[src/rtl/vault_access_controller.sv]
// Vault door controller: PIN check on a debounced open push, failed-attempt lockout, close/auto-close gated by safe state.
// Latency: raw push edge -> press event = 2 sync + DEBOUNCE_CYCLES + 1 clocks; press -> state change on the following edge.
// Backpressure: none; all inputs are sampled levels and press events are dropped in states that do not accept them.
//
// Ports:
//   Clk, ResetN              clock and asynchronous active-low reset
//   PINIn                    raw slide-switch PIN
//   OpenPush, ClosePush      raw push buttons (bouncy)
//   SafeStatus               1 = safe is open; blocks vault close
//   VaultStatus              1 = vault open (state OPEN)
//   InvalidLED               wrong PIN or refused close, held until cleared
//   LockoutLED               lockout active
//   FailCount                consecutive failed attempts
//   StateOut                 00 LOCKED, 01 VALIDATE, 10 OPEN, 11 LOCKOUT
module vault_access_controller #(
    parameter int unsigned      PIN_W             = 4,
    parameter logic [PIN_W-1:0] VAULT_PIN         = 4'b0101,
    parameter int unsigned      MAX_FAILS         = 3,
    parameter int unsigned      DEBOUNCE_CYCLES   = 1000000,
    parameter int unsigned      LOCKOUT_CYCLES    = 50000000,
    parameter int unsigned      AUTO_CLOSE_CYCLES = 500000000
) (
    input  logic                               Clk,
    input  logic                               ResetN,
    input  logic [PIN_W-1:0]                   PINIn,
    input  logic                               OpenPush,
    input  logic                               ClosePush,
    input  logic                               SafeStatus,
    output logic                               VaultStatus,
    output logic                               InvalidLED,
    output logic                               LockoutLED,
    output logic [$clog2(MAX_FAILS+1)-1:0]     FailCount,
    output logic [1:0]                         StateOut
);

    localparam logic [1:0] LOCKED   = 2'b00;
    localparam logic [1:0] VALIDATE = 2'b01;
    localparam logic [1:0] OPEN     = 2'b10;
    localparam logic [1:0] LOCKOUT  = 2'b11;

    localparam int unsigned FC_W = $clog2(MAX_FAILS + 1);
    localparam int unsigned DB_W = $clog2(DEBOUNCE_CYCLES + 1);
    localparam int unsigned LO_W = $clog2(LOCKOUT_CYCLES + 1);
    // +2 keeps the width at least 1 bit when auto-close is disabled (0).
    localparam int unsigned AC_W = $clog2(AUTO_CLOSE_CYCLES + 2);
    localparam bit          AC_EN = (AUTO_CLOSE_CYCLES != 0);

    localparam logic [FC_W-1:0] FC_MAX  = FC_W'(MAX_FAILS);
    localparam logic [DB_W-1:0] DB_LAST = DB_W'(DEBOUNCE_CYCLES - 1);
    localparam logic [LO_W-1:0] LO_LAST = LO_W'(LOCKOUT_CYCLES - 1);
    localparam logic [AC_W-1:0] AC_LAST = AC_W'(AC_EN ? (AUTO_CLOSE_CYCLES - 1) : 0);

    // Button index 0 = open, 1 = close.
    logic [1:0]       btnMeta;
    logic [1:0]       btnSync;
    logic [1:0]       dbLevel;
    logic [1:0]       dbLevelDly;
    logic [1:0]       pressEvt;
    logic [DB_W-1:0]  dbCnt [2];

    logic [PIN_W-1:0] pinMeta;
    logic [PIN_W-1:0] pinSync;
    logic             safeMeta;
    logic             safeSync;

    logic [1:0]       state;
    logic [PIN_W-1:0] pinReg;
    logic [LO_W-1:0]  lockCnt;
    logic [AC_W-1:0]  autoCnt;
    logic [FC_W-1:0]  failNext;

    logic openEvt;
    logic closeEvt;

    assign openEvt  = pressEvt[0];
    assign closeEvt = pressEvt[1];

    // Synchronisers and per-button debounce. The debounced level only moves
    // after the synchronised value has disagreed with it for DEBOUNCE_CYCLES
    // consecutive clocks; any agreement in between restarts the count.
    always_ff @(posedge Clk or negedge ResetN) begin
        if (!ResetN) begin
            btnMeta    <= '0;
            btnSync    <= '0;
            pinMeta    <= '0;
            pinSync    <= '0;
            safeMeta   <= 1'b0;
            safeSync   <= 1'b0;
            dbLevel    <= '0;
            dbLevelDly <= '0;
            pressEvt   <= '0;
            for (int i = 0; i < 2; i++) begin
                dbCnt[i] <= '0;
            end
        end else begin
            btnMeta    <= {ClosePush, OpenPush};
            btnSync    <= btnMeta;
            pinMeta    <= PINIn;
            pinSync    <= pinMeta;
            safeMeta   <= SafeStatus;
            safeSync   <= safeMeta;
            dbLevelDly <= dbLevel;
            // Rising edge of the debounced level only; releases make no event.
            pressEvt   <= dbLevel & ~dbLevelDly;
            for (int i = 0; i < 2; i++) begin
                if (btnSync[i] != dbLevel[i]) begin
                    if (dbCnt[i] == DB_LAST) begin
                        dbLevel[i] <= btnSync[i];
                        dbCnt[i]   <= '0;
                    end else begin
                        dbCnt[i] <= dbCnt[i] + DB_W'(1);
                    end
                end else begin
                    dbCnt[i] <= '0;
                end
            end
        end
    end

    always_comb begin
        failNext = FailCount;
        if (FailCount != FC_MAX) begin
            failNext = FailCount + FC_W'(1);
        end
    end

    always_ff @(posedge Clk or negedge ResetN) begin
        if (!ResetN) begin
            state      <= LOCKED;
            pinReg     <= '0;
            lockCnt    <= '0;
            autoCnt    <= '0;
            FailCount  <= '0;
            InvalidLED <= 1'b0;
        end else begin
            case (state)
                LOCKED: begin
                    if (openEvt) begin
                        state      <= VALIDATE;
                        pinReg     <= pinSync;
                        InvalidLED <= 1'b0;
                    end
                end
                VALIDATE: begin
                    if (pinReg == VAULT_PIN) begin
                        state      <= OPEN;
                        FailCount  <= '0;
                        InvalidLED <= 1'b0;
                        autoCnt    <= '0;
                    end else begin
                        FailCount  <= failNext;
                        InvalidLED <= 1'b1;
                        if (failNext == FC_MAX) begin
                            state   <= LOCKOUT;
                            lockCnt <= '0;
                        end else begin
                            state <= LOCKED;
                        end
                    end
                end
                OPEN: begin
                    // Close wins over a simultaneous open; open alone is ignored
                    // apart from restarting the idle timer.
                    if (closeEvt) begin
                        autoCnt <= '0;
                        if (!safeSync) begin
                            state      <= LOCKED;
                            InvalidLED <= 1'b0;
                        end else begin
                            InvalidLED <= 1'b1;
                        end
                    end else if (openEvt || safeSync) begin
                        autoCnt <= '0;
                    end else if (AC_EN) begin
                        if (autoCnt == AC_LAST) begin
                            state      <= LOCKED;
                            InvalidLED <= 1'b0;
                            autoCnt    <= '0;
                        end else begin
                            autoCnt <= autoCnt + AC_W'(1);
                        end
                    end
                end
                LOCKOUT: begin
                    if (lockCnt == LO_LAST) begin
                        state      <= LOCKED;
                        FailCount  <= '0;
                        InvalidLED <= 1'b0;
                        lockCnt    <= '0;
                    end else begin
                        lockCnt <= lockCnt + LO_W'(1);
                    end
                end
                default: begin
                    state <= LOCKED;
                end
            endcase
        end
    end

    assign VaultStatus = (state == OPEN);
    assign LockoutLED  = (state == LOCKOUT);
    assign StateOut    = state;

endmodule
[config.mk]
export PLATFORM = sky130hd
export DESIGN_NAME = vault_access_controller
export DESIGN_NICKNAME = d
export VERILOG_FILES = /design/src/rtl/vault_access_controller.sv
export SDC_FILE = /design/constraint.sdc
export NUM_CORES = 1
export LEC_CHECK = 0
export ABC_AREA = 0
export CAP_MARGIN = 10
export CORE_ASPECT_RATIO = 2
export CORE_UTILIZATION = 25
export DETAILED_ROUTE_END_ITERATION = 7
export PLACE_DENSITY = 0.37
export RECOVER_POWER = 50
export SKIP_CTS_REPAIR_TIMING = 1
export SLEW_MARGIN = 20
export SYNTH_ARGS = -nofsm -noshare
export SYNTH_HDL_FRONTEND = slang
export SYNTH_SLANG_ARGS = --single-unit
[constraint.sdc]
create_clock -name Clk -period 4.7 [get_ports Clk]
set_clock_uncertainty 0.05 [all_clocks]
set_input_delay 0.705 -clock Clk [delete_from_list [all_inputs] [get_ports Clk]]
set_output_delay 0.705 -clock Clk [all_outputs]
set_load 0.02 [all_outputs]
# == After elaboration in Yosys (flattened, before gate mapping) ==
# Cells that the tools add are included.
# op_classes
n_mux,33
reduce_logical,12
n_eq_ne,20
bitwise_logic,2
addsub,5
# ops
operator,n
$mux 29,4
$mux 20,4
$mux 26,3
$pmux 29 s2,1
$pmux 26 s2,1
$add 20x1->20 const B,2
$eq 20x20->1 const B,2
$add 29x1->29 const B,1
$eq 29x29->1 const B,1
$add 26x1->26 const B,1
$eq 26x26->1 const B,1
$mux 2,10
$ne 2x2->1 const B,5
$reduce_and 2->1,5
$pmux 2 s4,1
$mux 1,7
$eq 2x2->1 const B,3
$ne 3x3->1 const B,2
$reduce_and 5->1,1
$eq 4x3->1 const B,1
$pmux 1 s4,1
$pmux 2 s2,1
$reduce_and 4->1,1
$reduce_bool 2->1,2
10 further kinds,11
# totals
word_cells,90
output_inout_bits,7
register_bits,124

# == Logic depth before layout (Yosys ltp) ==
# Gate-level depths: netlist of the first run.
# logic_depth
ltp_word,6
mapped_depth,10
ltp_nobuf,8

# == Worst setup path after synthesis of the first run ==
# Ideal clock, no wire load.
# synth_path
kind,flip-flop to flip-flop
start,"register state[1], in the netlist StateOut[1]"
end,register lockCnt[17]
setup_ns,0.078
slack_ns,2.348
t_arrival_ns,2.224
synth_period_minus_slack_ns,2.352
path_stages_with_launch,9
n_path_buf,1
cell_sequence,dfrtp_1 -> inv_1 -> ha_1 -> clkbuf_1 -> inv_1 -> o31a_1 -> or3b_1 -> or3_1 -> a21oi_1
# synth_via
elab_chain_cells,3
# synth_lines
item,line_no,source
"start, declared",66,logic [1:0] state;
"start signal, assigned",129,state <= LOCKED;
"start signal, assigned",139,state <= VALIDATE;
"start signal, assigned",146,state <= OPEN;
$eq 2x1->1 / $eq 2x2->1 (equally long branches),136,case (state)
$ne 2x2->1 (no line) / $reduce_bool 2->1 (equally long branches),-,
$reduce_and 3->1 (no line),-,
"end signal, assigned",191,lockCnt <= lockCnt + LO_W'(1);
"end, declared",68,logic [LO_W-1:0] lockCnt;
# Several ways; a longest one is shown, not always the timed one.
# A chain may end at the register's enable or synchronous reset.

==> flow_metrics.py, run 1 <==
metrics = {
    "detailed_routing": {
        "dr.pass1.iters": 4,
        "totalWireLength_mm": 13.4,
        "wl_per_cell_um": 14.7,
        "postRouteAntennaNets": 0,
        "drt_iter0_drc": 127,
        "vias": 4276,
        "viasPerCell": 4.70,
        "remaining_drc_errors": 0,
    },
    "sta": {
        "finalMaxSlewViolations": 41,
        "timing.final.crit_share_pct": 63.1,
        "report.final.hold_viol_count": 0,
        "period_minus_slack_ns": 2.97,
        "max_freq_mhz": 337,
        "worst_slack_ns": 1.73,
        "setup_viol": 0,
        "rsz0062_at_grt": "no",
        "worst_pin_slew_ns": 2.25,
        "max_slew_margin_pct": -50.3,
        "fin_setup_tns_ns": 0,
    },
    "yosys": {
        "synth-edff-count": 0,
        "synth_top_family_by_area": "simple AND/OR/NAND/NOR gates",
        "synthSimpleGateAreaFrac_pct": 25.1,
        "synth_compound_area_share_pct": 6.67,
        "syn-instance-count": 595,
        "yosysSeqAreaShare_pct": 52.5,
        "yosys.area.top_type": "dfrtp_1",
        "ys_top_cells_by_area": "dfrtp_1 (52%), xor2_1 (6.8%), nor2_1 (5.7%)",
        "ys_warn_count": 0,
        "synth_nets": 612,
        "synth.avg_cell_area_um2": 9.94,
        "synth_seq_cells": 124,
        "yosys.area_share.adder_pct": 1.69,
        "yosys.area.top_type_share_pct": 52.5,
        "synth_xor_area_share_pct": 10.1,
        "muxShareOfSynthArea_pct": 2.10,
        "synth_cell_types": 48,
        "ys_async_sr_fraction_pct": 100,
        "synthFlopType": "dfrtp_1",
        "synthesis.area_um2": 5910,
    },
    "floorplan": {
        "ios": 16,
        "fp.dieH_um": 219,
        "core_area_um2": 23200,
        "initial_core_util_pct": 25.5,
        "die_area_um2": 24300,
        "fp-row-count": 79,
        "die_x_um": 111,
    },
    "clock_tree": {
        "cts_sinks": 124,
        "clockBufferDepth": 2,
        "cts_buffers": 17,
        "htree_levels": 4,
        "cts_root_buf": "clkbuf_16",
        "cts_tree": "built",
        "cts.clk_slew.worst_paths_ns": 0.06,
        "clk_latency_ns": 0.43,
    },
    "critical_path": {
        "cp-end-kind": "asynchronous set/reset pin",
        "cp_slowest_stage_delay_ns": 1.67,
        "crit_type": "in -> async",
        "worst_path_dominant_cell_family": "buffers and inverters",
        "cp.depth": 2,
        "startpoint_type": "input pin",
        "arrival_ns": 2.98,
        "crit_path_cell_trace": "buf_4 > clkbuf_1",
        "cp_max_fo": 59,
        "crit_path_top_delay_cell": "clkbuf_1",
        "worstRegToRegCells": 8,
        "required_ns": 4.72,
        "worst-path-buf-inv": 2,
    },
    "run_status": {
        "status": "finished, violations left",
        "failed_checks": "max-capacitance violations, max-slew violations",
    },
    "global_route": {
        "grt_overflow_total": 0,
        "grt_pass1_wl_mm": 23.2,
        "grt_max_degree": 60,
        "grtUsageTotal_pct": 12.3,
        "grt_pass1_vias": 4570,
        "antenna_found_initial": 0,
    },
    "power_and_ir_drop": {
        "p_comb_share_pct": 1.7,
        "powerDensity_nw_per_um2": 362,
        "power_mw": 2.53,
        "ir_worst_vdd_v": 0.000235,
        "p_leak_nw": 3.02,
        "clkPwrFrac_pct": 55.4,
        "power_frac_seq_pct": 42.9,
        "p_int_mw": 2.00,
        "switching_share_pct": 20.9,
        "switchingPower_mw": 0.530,
    },
    "finish": {
        "antenna_cells": 0,
        "layout_commonest_cell": "dfrtp_1",
        "area_growth_pct": 18.1,
        "nets": 631,
        "drive_gt1_share_pct": 7.81,
        "final_cell_mix": "dfrtp_1 (124), nor2_1 (89), nand2_1 (54)",
    },
    "job": {
        "maxCapViolCount": 1,
    },
    "placed_design": {
        "gp_congestion": 0.761,
        "place.port_buffers": 15,
        "dp_slack_ns": 2.03,
        "dp_hpwl_mm": 9.24,
    },
    "min_path": {
        "hp-class": "in -> async",
    },
}
-- registers in the layout, summed over array words and instances (netlist names) --
name,flops
FailCount,2
InvalidLED,1
StateOut,2
autoCnt,29
btnMeta,2
btnSync,2
dbCnt,40
dbLevel,2
dbLevelDly,2
lockCnt,26
pinMeta,4
pinReg,4
pinSync,4
pressEvt,2
safeMeta,1
safeSync,1
-- cells in the mapped netlist (9+ instances only) --
cell type	n
inv_1	9
nand2_1	54
dfrtp_1	124
nand3_1	39
and3_1	21
nor3_1	13
clkbuf_1	13
xor2_1	46
nand4_1	21
o21ai_0	31
nor2_1	89
and4_1	9
xnor2_1	22
o31ai_1	13
-- worst reg2reg max path: stages, from the launching register on --
cell and delay [ns]:
dfrtp_1 0.41, inv_1 0.11, ha_1 0.33, mux2i_1 0.12, buf_4 0.20, nor4_1 0.85
nand4_1 0.22, xor2_1 0.18, nor2_1 0.06
-- layout make-up --
| type | count | area (µm²) |
|---|---|---|
| clock buffers | 21 | 460 |
| well taps | 283 | 354 |
| multi-input cells | 443 | 2700 |
| inverters | 9 | 33.8 |
| repair buffers | 19 | 170 |
| flip-flops and latches | 124 | 3100 |
| fillers | 2413 | 16200 |
| clock inverters | 11 | 166 |
-- cell families after synthesis --
kind of cell,Yosys count
DFF,124
xor gates and xnor gates,68
and+or+nand+nor,293
buffers and inverters,28
muxes,11
AOI/OAI and AO/OA,63
adders and majority gates,8
-- per-stage QoR --
step | util, % | hold slack, ns | std cells | cell area (µm²)
floorplan | - | 0.281 | 595 | 5910
global placement | 27.4 | 0.288 | 878 | 6360
detailed placement | 27.4 | 0.287 | 878 | 6360
CTS | 30.1 | 0.301 | 910 | 6990
global route | 30.1 | 0.303 | 910 | 6980
finish | 30.1 | 0.302 | 910 | 6980
-- routing by layer --
| layer | part of all wire [%] | wire [µm] | GRT usage [%] | vias up |
|---|---|---|---|---|
| li1 | - | - | - | 2103 |
| met1 | 42 | 5610 | 13.0 | 2102 |
| met4 | 2.3 | 308 | 7.07 | 0 |
| met5 | 0 | 0 | 0 | - |
| met2 | 53 | 7120 | 22.3 | 50 |
| met3 | 2.7 | 364 | 3.03 | 21 |
-- path summary, 6_finish.rpt --
check,to,start,slack (ns)
setup / recovery,lockCnt[11],ResetN,1.73
hold reg to reg,safeSync,safeMeta,0.30
setup reg to reg,autoCnt[27],StateOut[1],2.02
hold / removal,btnMeta[1],ResetN,0.30
max in group Clk,LockoutLED,StateOut[0],1.92
min in group Clk,safeSync,safeMeta,0.30
-- power by group through the flow --
stage | clock network [mW] | registers, mW | logic (mW)
floorplan | 0 | 1.10 | 0.0129
global placement | 0 | 1.10 | 0.0462
detailed placement | 0 | 1.10 | 0.0470
CTS | 1.45 | 1.09 | 0.0470
global route | 1.49 | 1.09 | 0.0498
finish | 1.40 | 1.09 | 0.0418
Power figures use the tool's default switching activity.
==> inputs of run 2 (changes only) <==
==> constraint.sdc (replaced) <==
create_clock -name Clk -period 2.9 [get_ports Clk]
set_clock_uncertainty 0.05 [all_clocks]
set_input_delay 0.435 -clock Clk [delete_from_list [all_inputs] [get_ports Clk]]
set_output_delay 0.435 -clock Clk [all_outputs]
set_load 0.02 [all_outputs]
==> run 2 against run 1 <==
The run now ends clean. Final cell count increased by 0.77%. Highest routed layer unchanged. Wire length shrank 0.43%. Via count up 2.0%. Global-route usage down 0.12 points. Worst setup slack got worse by 1.3 ns. Critical path type is now reg -> reg.
==> flow_metrics.py, run 2 (synthesis results as in run 1) <==
metrics = {
    "clock_tree": {
        "cts_sinks": 124,
        "clk_latency_ns": 0.43,
        "cts.clk_slew.worst_paths_ns": 0.06,
        "clockBufferDepth": 2,
        "cts_root_buf": "clkbuf_16",
        "cts_tree": "built",
        "cts_buffers": 17,
        "htree_levels": 4,
    },
    "power_and_ir_drop": {
        "p_comb_share_pct": 1.8,
        "powerDensity_nw_per_um2": 582,
        "p_leak_nw": 3.06,
        "switchingPower_mw": 0.867,
        "ir_worst_vdd_v": 0.000362,
        "switching_share_pct": 21.1,
        "power_frac_seq_pct": 42.8,
        "clkPwrFrac_pct": 55.4,
        "p_int_mw": 3.24,
    },
    "global_route": {
        "grt_max_degree": 43,
        "grt_pass1_vias": 4603,
        "grt_overflow_total": 0,
        "grt_pass1_wl_mm": 23.2,
        "grtUsageTotal_pct": 12.2,
        "antenna_found_initial": 0,
    },
    "job": {
        "maxCapViolCount": 0,
    },
    "critical_path": {
        "cpMostUsedCell": "inv_1",
        "worst_path_dominant_cell_family": "simple AND/OR/NAND/NOR gates",
        "crit_path_top_delay_cell": "or3b_1",
        "arrival_ns": 2.82,
        "crit_path_cell_trace": "inv_1 > ha_1 > inv_1 > o31a_1 > or3b_1 > or3_1 > a21oi_1",
        "startpoint_type": "register",
        "cp_slowest_stage_delay_ns": 0.48,
        "cp_max_fo": 10,
        "worst-path-buf-inv": 2,
        "crit_type": "reg -> reg",
        "required_ns": 3.21,
        "cp-end-kind": "register",
    },
    "detailed_routing": {
        "remaining_drc_errors": 0,
        "totalWireLength_mm": 13.3,
        "dr.pass1.iters": 4,
        "drt_iter0_drc": 148,
        "viasPerCell": 4.76,
        "postRouteAntennaNets": 0,
        "wl_per_cell_um": 14.5,
        "vias": 4361,
    },
    "finish": {
        "largest_register_ffs": 40,
        "antenna_cells": 0,
        "regMostFlops": "dbCnt",
        "final_cell_mix": "dfrtp_1 (124), nor2_1 (89), nand2_1 (54)",
        "nets": 639,
        "fill_cells": 2371,
        "reg_top3": "dbCnt x40, autoCnt x29, lockCnt x26",
        "final_area_um2": 7060,
        "drive_gt1_share_pct": 9.15,
        "instances_no_fill": 917,
        "area_growth_pct": 19.4,
        "layout_commonest_cell": "dfrtp_1",
    },
    "floorplan": {
        "fp.dieH_um": 219,
        "initial_core_util_pct": 25.5,
        "die_area_um2": 24300,
        "core_area_um2": 23200,
        "die_x_um": 111,
        "fp-row-count": 79,
        "ios": 16,
    },
    "placed_design": {
        "place.port_buffers": 15,
        "dp_hpwl_mm": 9.18,
        "dp_slack_ns": 0.396,
        "placedCellCount": 885,
        "post_dp_cell_area_um2": 6430,
        "gp_congestion": 0.746,
    },
    "sta": {
        "timing.final.crit_share_pct": 86.6,
        "worst_slack_ns": 0.387,
        "max_freq_mhz": 398,
        "setup_viol": 0,
        "whs_ns": 0.302,
        "worst_pin_slew_ns": 1.10,
        "report.final.hold_viol_count": 0,
        "finalMaxSlewViolations": 0,
        "rsz0062_at_grt": "no",
        "fin_setup_tns_ns": 0,
        "period_minus_slack_ns": 2.51,
        "max_slew_margin_pct": 26.7,
    },
    "min_path": {
        "hp-class": "reg -> reg",
    },
    "run_status": {
        "status": "finished clean",
    },
}
-- run 2: cell types whose count changed in the layout (fill, tap and decap cells not counted), sizes merged --
| cell | before | now |
|---|---|---|
| buf | 3 | 9 |
| clkinv | 4 | 2 |
| clkinvlp | 3 | 5 |
| dlygate4sd3 | 7 | 8 |
-- run 2: worst register-to-register path: cells and delay by family (launching register included) --
kind                     cells  cell delay (ns)
flip-flops                   1             0.41
AO/OA/AOI/OAI                2             0.56
adder cells (fa/ha/maj)      1             0.32
AND/OR/NAND/NOR              2             0.87
buffers and inverters        2             0.23
-- run 2: power by group through the flow --
| stage | registers [mW] | clock network (mW) | logic, mW |
|---|---|---|---|
| 2_1_floorplan | 1.79 | 0 | 0.0209 |
| 3_3_place_gp | 1.79 | 0 | 0.0785 |
| 3_5_place_dp | 1.79 | 0 | 0.0788 |
| 4_1_cts | 1.76 | 2.34 | 0.0794 |
| 5_1_grt | 1.76 | 2.40 | 0.0861 |
| 6_report | 1.76 | 2.28 | 0.0721 |
-- run 2: area by class of cell --
class                      instances  area (µm²)  share of cell area, %
multi-input combinational        443        2700                   38.2
timing repair buffer              27         245                   3.48
tap                              283         354                   5.02
clock buffer                      20         457                   6.47
inverter                           9        33.8                  0.479
sequential                       124        3100                   44.0
clock inverter                    11         168                   2.38
-- run 2: worst paths after layout --
check                                 start            to  slack, ns  cells after the start
worst min-delay path             btnMeta[1]    btnSync[1]       0.30                      0
worst max register to register  StateOut[1]   lockCnt[17]       0.39                      7
worst min register to register   btnMeta[1]    btnSync[1]       0.30                      0
max in group asynchronous            ResetN  FailCount[0]       0.93                      3
worst max-delay path            StateOut[1]   lockCnt[17]       0.39                      7
min in group asynchronous            ResetN     dbCnt[11]       0.70                      2
-- run 2: stage by stage --
step | util, % | power, mW
2_1_floorplan | - | 1.81
3_3_place_gp | 27.7 | 1.87
3_5_place_dp | 27.7 | 1.87
4_1_cts | 30.4 | 4.18
5_1_grt | 30.4 | 4.24
6_report | 30.4 | 4.11
-- run 2: layer usage --
| layer | up-vias | track usage [%] | part of all wire, % |
|---|---|---|---|
| li1 | 2116 | - | - |
| met2 | 48 | 21.7 | 53 |
| met4 | 0 | 7.38 | 3.0 |
| met5 | - | 0 | 0 |
| met3 | 22 | 2.94 | 2.8 |
| met1 | 2175 | 13.0 | 41 |
